File: src/rtl/ram_bus_bridge_pkg.sv
// ram_bus_bridge_pkg: shared widths, FSM state encoding and timeout fill pattern
// Contents: ADDR_BUS/DATA_BUS default widths, state_t (IDLE/REQ/WAIT/DONE), TIMEOUT_FILL
package ram_bus_bridge_pkg;
    localparam int ADDR_BUS = 64;
    localparam int DATA_BUS = 64;
    localparam logic [63:0] TIMEOUT_FILL = 64'hDEAD_BEEF_DEAD_BEEF;
    typedef enum logic [1:0] {IDLE = 2'd0, REQ = 2'd1, WAIT = 2'd2, DONE = 2'd3} state_t;
endpackage

File: src/rtl/ram_bus_bridge_watchdog.sv
// ram_bus_bridge_watchdog: response watchdog counter, built only with BRIDGE_TIMEOUT_EN
// Ports: clk, rst (async, active-high), clr (zero the count), en (count this cycle),
//        expired (high while enabled with the count at LIMIT-1)
`ifdef BRIDGE_TIMEOUT_EN
module ram_bus_bridge_watchdog #(
    parameter int LIMIT = 1024
) (
    input  logic clk,
    input  logic rst,
    input  logic clr,
    input  logic en,
    output logic expired
);
    localparam int CW = $clog2(LIMIT) > 0 ? $clog2(LIMIT) : 1;
    logic [CW-1:0] cnt;
    always_ff @(posedge clk or posedge rst)
        if (rst)
            cnt <= '0;
        else if (clr)
            cnt <= '0;
        else if (en)
            cnt <= cnt + 1'b1;
    assign expired = en && (cnt == CW'(LIMIT - 1));
endmodule
`endif

File: src/rtl/ram_bus_bridge.sv
// ram_bus_bridge: turns single-cycle core RAM strobes into a valid/ready memory transaction
// Ports: clk, rst (async, active-high); core side core_rd_en/core_rd_addr,
//        core_wr_en/core_wr_addr/core_wr_data/core_wr_mask -> core_rd_data/core_rd_valid/core_lock;
//        memory side mem_req_valid/ready/we/addr/wdata/wmask, mem_resp_valid/rdata; bus_err.
// Optional: define BRIDGE_TIMEOUT_EN to build the response watchdog and sticky bus_err.
module ram_bus_bridge
    import ram_bus_bridge_pkg::*;
#(
    parameter int ADDR_W         = ADDR_BUS,
    parameter int DATA_W         = DATA_BUS,
    parameter int TIMEOUT_CYCLES = 1024
) (
    input  logic              clk,
    input  logic              rst,
    input  logic              core_rd_en,
    input  logic [ADDR_W-1:0] core_rd_addr,
    input  logic              core_wr_en,
    input  logic [ADDR_W-1:0] core_wr_addr,
    input  logic [DATA_W-1:0] core_wr_data,
    input  logic [DATA_W-1:0] core_wr_mask,
    output logic [DATA_W-1:0] core_rd_data,
    output logic              core_rd_valid,
    output logic              core_lock,
    output logic              mem_req_valid,
    input  logic              mem_req_ready,
    output logic              mem_req_we,
    output logic [ADDR_W-1:0] mem_req_addr,
    output logic [DATA_W-1:0] mem_req_wdata,
    output logic [DATA_W-1:0] mem_req_wmask,
    input  logic              mem_resp_valid,
    input  logic [DATA_W-1:0] mem_resp_rdata,
    output logic              bus_err
);
    state_t state, state_n;
    logic [ADDR_W-1:0] addr_q, rd_addr_q;
    logic [DATA_W-1:0] wdata_q, wmask_q;
    logic we_q, pend_rd, timeout;

    always_ff @(posedge clk or posedge rst)
        if (rst)
            state <= IDLE;
        else
            state <= state_n;

    always_comb begin
        state_n = state;
        case (state)
            IDLE: state_n = (core_rd_en || core_wr_en) ? REQ : IDLE;
            REQ:  state_n = timeout ? DONE : (mem_req_ready ? WAIT : REQ);
            WAIT: state_n = timeout ? DONE : (!mem_resp_valid ? WAIT : ((we_q && pend_rd) ? REQ : DONE));
            default: state_n = IDLE;
        endcase
        mem_req_valid = state == REQ;
        core_lock     = state == IDLE ? (core_rd_en || core_wr_en) : state != DONE;
        core_rd_valid = state == DONE && !we_q;
    end

    // A combined write+read runs the write first; the read address waits in rd_addr_q.
    always_ff @(posedge clk or posedge rst)
        if (rst) begin
            addr_q       <= '0;
            rd_addr_q    <= '0;
            wdata_q      <= '0;
            wmask_q      <= '0;
            we_q         <= 1'b0;
            pend_rd      <= 1'b0;
            core_rd_data <= '0;
        end else if (state == IDLE && core_wr_en) begin
            addr_q  <= core_wr_addr;
            wdata_q <= core_wr_data;
            wmask_q <= core_wr_mask;
            we_q    <= 1'b1;
            pend_rd <= core_rd_en;
            if (core_rd_en)
                rd_addr_q <= core_rd_addr;
        end else if (state == IDLE && core_rd_en) begin
            addr_q  <= core_rd_addr;
            we_q    <= 1'b0;
            pend_rd <= 1'b0;
        end else if ((state == REQ || state == WAIT) && timeout) begin
            core_rd_data <= DATA_W'(TIMEOUT_FILL);
            pend_rd      <= 1'b0;
        end else if (state == WAIT && mem_resp_valid) begin
            if (we_q && pend_rd) begin
                pend_rd <= 1'b0;
                addr_q  <= rd_addr_q;
                we_q    <= 1'b0;
            end else if (!we_q)
                core_rd_data <= mem_resp_rdata;
        end

    assign mem_req_we    = we_q;
    assign mem_req_addr  = {addr_q[ADDR_W-1:3], 3'b000};
    assign mem_req_wdata = wdata_q;
    assign mem_req_wmask = wmask_q;

`ifdef BRIDGE_TIMEOUT_EN
    logic err_q;
    ram_bus_bridge_watchdog #(.LIMIT(TIMEOUT_CYCLES)) u_watchdog (
        .clk     (clk),
        .rst     (rst),
        .clr     (state != REQ && state_n == REQ),
        .en      (state == REQ || state == WAIT),
        .expired (timeout)
    );
    always_ff @(posedge clk or posedge rst)
        if (rst)
            err_q <= 1'b0;
        else if (timeout)
            err_q <= 1'b1;
    assign bus_err = err_q;
`else
    logic [31:0] unused_timeout;
    assign unused_timeout = 32'(TIMEOUT_CYCLES);
    assign timeout = 1'b0;
    assign bus_err = 1'b0;
`endif
endmodule

File: config.mk
export PLATFORM = sky130hd
export DESIGN_NAME = ram_bus_bridge
export DESIGN_NICKNAME = d
export VERILOG_FILES = /design/src/rtl/ram_bus_bridge_pkg.sv /design/src/rtl/ram_bus_bridge_watchdog.sv /design/src/rtl/ram_bus_bridge.sv
export SDC_FILE = /design/constraint.sdc
export NUM_CORES = 1
export LEC_CHECK = 0
export ABC_CLOCK_PERIOD_IN_PS = 14100
export CAP_MARGIN = 0
export CORE_AREA = 2 2 229 231
export CTS_BUF_LIST = sky130_fd_sc_hd__clkbuf_16
export DETAILED_ROUTE_END_ITERATION = 7
export DIE_AREA = 0 0 231 233
export PLACE_DENSITY = 0.56
export REMOVE_ABC_BUFFERS = 1
export SLEW_MARGIN = 20
export SYNTH_ARGS = -nofsm -noshare
export SYNTH_HDL_FRONTEND = slang
export SYNTH_SLANG_ARGS = --single-unit
File: constraint.sdc
create_clock -name clk -period 14.1 [get_ports clk]
set_clock_uncertainty 0.05 [all_clocks]
set_input_delay 2.82 -clock clk [delete_from_list [all_inputs] [get_ports clk]]
set_output_delay 2.82 -clock clk [all_outputs]
set_load 0.005 [all_outputs]
; ---- Word level (Yosys, flattened, before mapping)
; Index checks and enable logic that the tools add are counted.
[totals]
regBits = 324
in_bits = 326
out_inout_bits = 261
wordCells = 44
[classes]
eq_ne = 4
muxes = 15
bitwise = 4
n_reduce_logical = 13
[op_table]
columns = op, count
row1 = 64-bit 2-to-1 mux, 4
row2 = 1-bit 2-to-1 mux, 7
row3 = 2-bit 2-to-1 mux, 3
row4 = 2-bit case mux with 3 select lines, 1
row5 = 3-bit nonzero test, 2
row6 = 1-bit logical AND, 5
row7 = 5-bit AND reduction, 1
row8 = 2-bit equality test (second input constant), 2
row9 = 1-bit inverter, 4
row10 = 2-bit AND reduction, 2
row11 = 2-bit by 1-bit equality test with 1-bit output (second input constant), 1
row12 = 2-bit zero test, 1
row13 = 2-bit != test (second input constant), 1
row14 = 1-bit zero test, 1
row15 = 1-bit logical OR, 1

; ---- Depth between registers and ports, before layout
[logic_depth]
ltp_word = 5
ltp_mapped = 6
ltp_nobuf = 4

; ---- Least setup slack after synthesis
; No wires, ideal clock.
[synth_path]
path_kind = input-to-output
from = input core_wr_en
to = output core_lock
arrival_ps = 3607
t_required_ps = 11230
slack_ps = 7623
cell_stages = 5
path_buffers = 2
path_cell_list = or2_2 buf_2 clkbuf_1 nand2_1 nand3_1
[synth_via]
elab_chain_len = 2
[synth_rtl]
columns = element, line
row1 = from (decl), ram_bus_bridge.sv:17  ; input logic core_wr_en,
row2 = 1-bit logical OR, ram_bus_bridge.sv:54  ; core_lock = state == IDLE ? (core_rd_en || core_wr_en) : state != DONE;
row3 = 1-bit 2-to-1 mux, ram_bus_bridge.sv:54
row4 = to (decl), ram_bus_bridge.sv:23  ; output logic core_lock,
; No other way between the ends.

; ---- Worst setup path after layout
; Same ends and word-level chain as after synthesis.

==> flow_summary.json <==
{
  "drt-total-wl_um": 46500,
  "initial_core_util_pct": 26.1,
  "drt_iter0_drc": 655,
  "root_buffer": "clkbuf_16",
  "power_frac_clock_pct": 20.8,
  "filler_cell_count": 4878,
  "vias": 10300,
  "synthToLayoutAreaGrowth_pct": 56.6,
  "final_layout_size_suffix_gt1_share_pct": 21.7,
  "synth_seq_cells": 318,
  "final_antenna_net_count": 0,
  "critPathLaunchType": "input port",
  "ff2ff_setup_slack_ns": 11.07,
  "cp-end-kind": "output pin",
  "ir_worst_vdd_mv": 0.111,
  "gp_congestion": 0.767,
  "synth-edff-count": 0,
  "grt_overflow": 0,
  "detail_route.wl_per_cell_um": 21.3,
  "cts_tree": "built",
  "endpoint": "core_lock",
  "drc_errors": 0,
  "grt_max_degree": 156,
  "cp_data_arrival_time_ns": 4.39,
  "slew_headroom_pct": 25.7,
  "dieWidth_um": 231,
  "yosysSeqAreaShare_pct": 59.6,
  "hold_path.class": "reg -> reg",
  "synthesis.area_per_instance_um2": 14.3,
  "synthFlopType": "dfrtp_1",
  "cts_setup_buffers": 0,
  "worstMarginPinSlew_ns": 1.12,
  "cp_top_family": "buffers and inverters",
  "num_rows": 83,
  "power_switching_share_pct": 30.6,
  "fmax_mhz": 138,
  "yosys.area.top_type": "dfrtp_1",
  "track_usage_pct": 16.8,
  "intPower_w": 0.00320,
  "crit_cells": 5,
  "power_w": 0.00462,
  "crit_slowest_cell": "clkdlybuf4s50_1",
  "combPwrFrac_pct": 43.9,
  "die_area_um2": 53800,
  "final.setup.tns_ns": 0,
  "mostFrequentLayoutCells": "clkdlybuf4s50_1, dfrtp_1, mux2_2",
  "clock_path_buffers": 3,
  "power.density_nw_per_um2": 221,
  "die_h_um": 233,
  "report.final.hold_viol_count": 0,
  "p_leak_nw": 8.52,
  "detail_route.vias_per_cell": 4.74,
  "crit_top_cell": "clkdlybuf4s50_1",
  "syn_area_um2": 13300,
  "multi_input_area_um2": 4980,
  "synthTopCellsByArea": "dfrtp_1, mux2_2, mux2_4, o221ai_1, o31ai_1",
  "status": "completed",
  "post-route-min-period_ns": 7.26,
  "finish.utilization_pct": 40.9,
  "crit_start": "core_wr_en",
  "final_common_cell": "clkdlybuf4s50_1",
  "core-area_um2": 51100,
  "ctsHoldBuffers": 0,
  "period_share_pct": 51.5,
  "grt_pass1_wl_um": 69600,
  "hold_ws_ns": 0.454,
  "htreeDepth": 2,
  "post_cts_resized": 0,
  "p_sw_w": 0.00141,
  "port_buffers": 576,
  "synth_top_area_share_pct": 59.6,
  "yosysUniqueCellTypes": 31,
  "rsz0062_at_grt": "false",
  "maxCapViolations": 0,
  "critical_path.max_stage_delay_ns": 0.55,
  "synth_warnings": 0,
  "crit_buf_inv": 2,
  "final-seq-area_um2": 7960,
  "path_cells": "clkdlybuf4s50_1, or2_2, nand2_1, nand3_1, clkdlybuf4s50_1",
  "syn-instance-count": 935,
  "clk_latency_ns": 0.54,
  "cts-buffers-inserted": 39,
  "path_max_fanout": 8,
  "setup_viol": 0,
  "drv_slew": 0,
  "rr_startpoint": "state[1]$_DFF_PP0_",
  "worstSetupPathType": "in -> out",
  "clk_pin_slew_ns": 0.05,
  "nets": 1802,
  "r2r-end": "mem_req_wdata[59]$_DFFE_PP0N_",
  "pin_count": 587,
  "seqPwrFrac_pct": 35.3,
  "grt_pass1_vias": 11000,
  "crit_required_ns": 11.23,
  "drtPass1Iterations": 4,
  "dpl.hpwl_um": 30900,
  "synthArstFlopShare_pct": 100,
  "reg2regPathDepth": 4,
  "antenna_found_initial": 2,
  "clkSinkCount": 318
}
[area by class of cell]
type | count | share of cell area, %
Clock buffer | 41 | 4.91
Inverter | 3 | 0.0898
Tap cell | 680 | 4.07
Clock inverter | 26 | 0.868
Antenna cell | 1 | 0.0120
Sequential cell | 318 | 38.1
Multi-Input combinational cell | 525 | 23.8
Timing Repair Buffer | 589 | 28.1
[synth_stat cells (all sizes together) (2+ instances only)]
cell / n
nor2: 3
mux2: 253
o221ai: 62
inv: 3
or4b: 2
o31ai: 60
or2: 3
clkbuf: 47
buf: 45
o22ai: 60
nand3: 2
dfrtp: 318
a21oi: 61
nand2b: 2
nand2: 3
[layer usage]
layer	track usage, %	share of wire, %	up-vias
met2	27.3	48	459
li1	-	-	4629
met1	20.9	40	5183
met3	5.94	9.2	72
met4	5.24	2.6	2
met5	0	0.028	-
[sequential cells by signal, indices dropped and copies added, names as in the netlist]
register / count
mem_req_wdata: 64
addr_q: 61
rd_addr_q: 61
mem_req_we: 1
mem_req_wmask: 64
state: 2
core_rd_data: 64
pend_rd: 1
[cell families after synthesis]
group                  after synthesis  share of synthesized area [%]
other                                1                         0.0281
muxes                              253                           23.0
buffers and inverters               95                           3.49
DFF                                318                           59.6
and+or+nand+nor                     20                          0.928
AOI/OAI and AO/OA                  248                           12.9
[worst min-delay path by stage]
stage / endpoint / from / slack (ns) / depth (start not counted)
6_report: mem_req_wdata[14]$_DFFE_PP0N_ / mem_req_wdata[14]$_DFFE_PP0N_ / 0.45 / 1
5_1_grt: rd_addr_q[3]$_DFFE_PP0P_ / rd_addr_q[3]$_DFFE_PP0P_ / 0.46 / 1
4_1_cts: mem_req_wdata[35]$_DFFE_PP0N_ / mem_req_wdata[35]$_DFFE_PP0N_ / 0.46 / 1
3_5_place_dp: mem_req_wmask[19]$_DFFE_PP0N_ / mem_req_wmask[19]$_DFFE_PP0N_ / 0.44 / 1
3_3_place_gp: pend_rd$_DFFE_PP0P_ / pend_rd$_DFFE_PP0P_ / 0.43 / 1
2_1_floorplan: pend_rd$_DFFE_PP0P_ / pend_rd$_DFFE_PP0P_ / 0.40 / 1
[power by group through the flow]
| stage | sequential (W) | combinational (W) | clock (W) |
|---|---|---|---|
| finish | 0.00163 | 0.00203 | 0.000959 |
| global route | 0.00169 | 0.00218 | 0.00104 |
| CTS | 0.00163 | 0.00206 | 0.000998 |
| detailed placement | 0.00164 | 0.00206 | 0 |
| global placement | 0.00162 | 0.00204 | 0 |
| floorplan | 0.00164 | 0.000928 | 0 |
[per-stage QoR]
stage                     cells  instance area (µm²)  setup WS [ns]
after floorplan             846                12900           2.43
after global placement     2115                19700           6.82
after detailed placement   2115                19700           6.84
after CTS                  2182                20900           6.84
after global routing       2183                20900           6.75
final                      2183                20900           6.84
(Power assumes the default switching activity.)
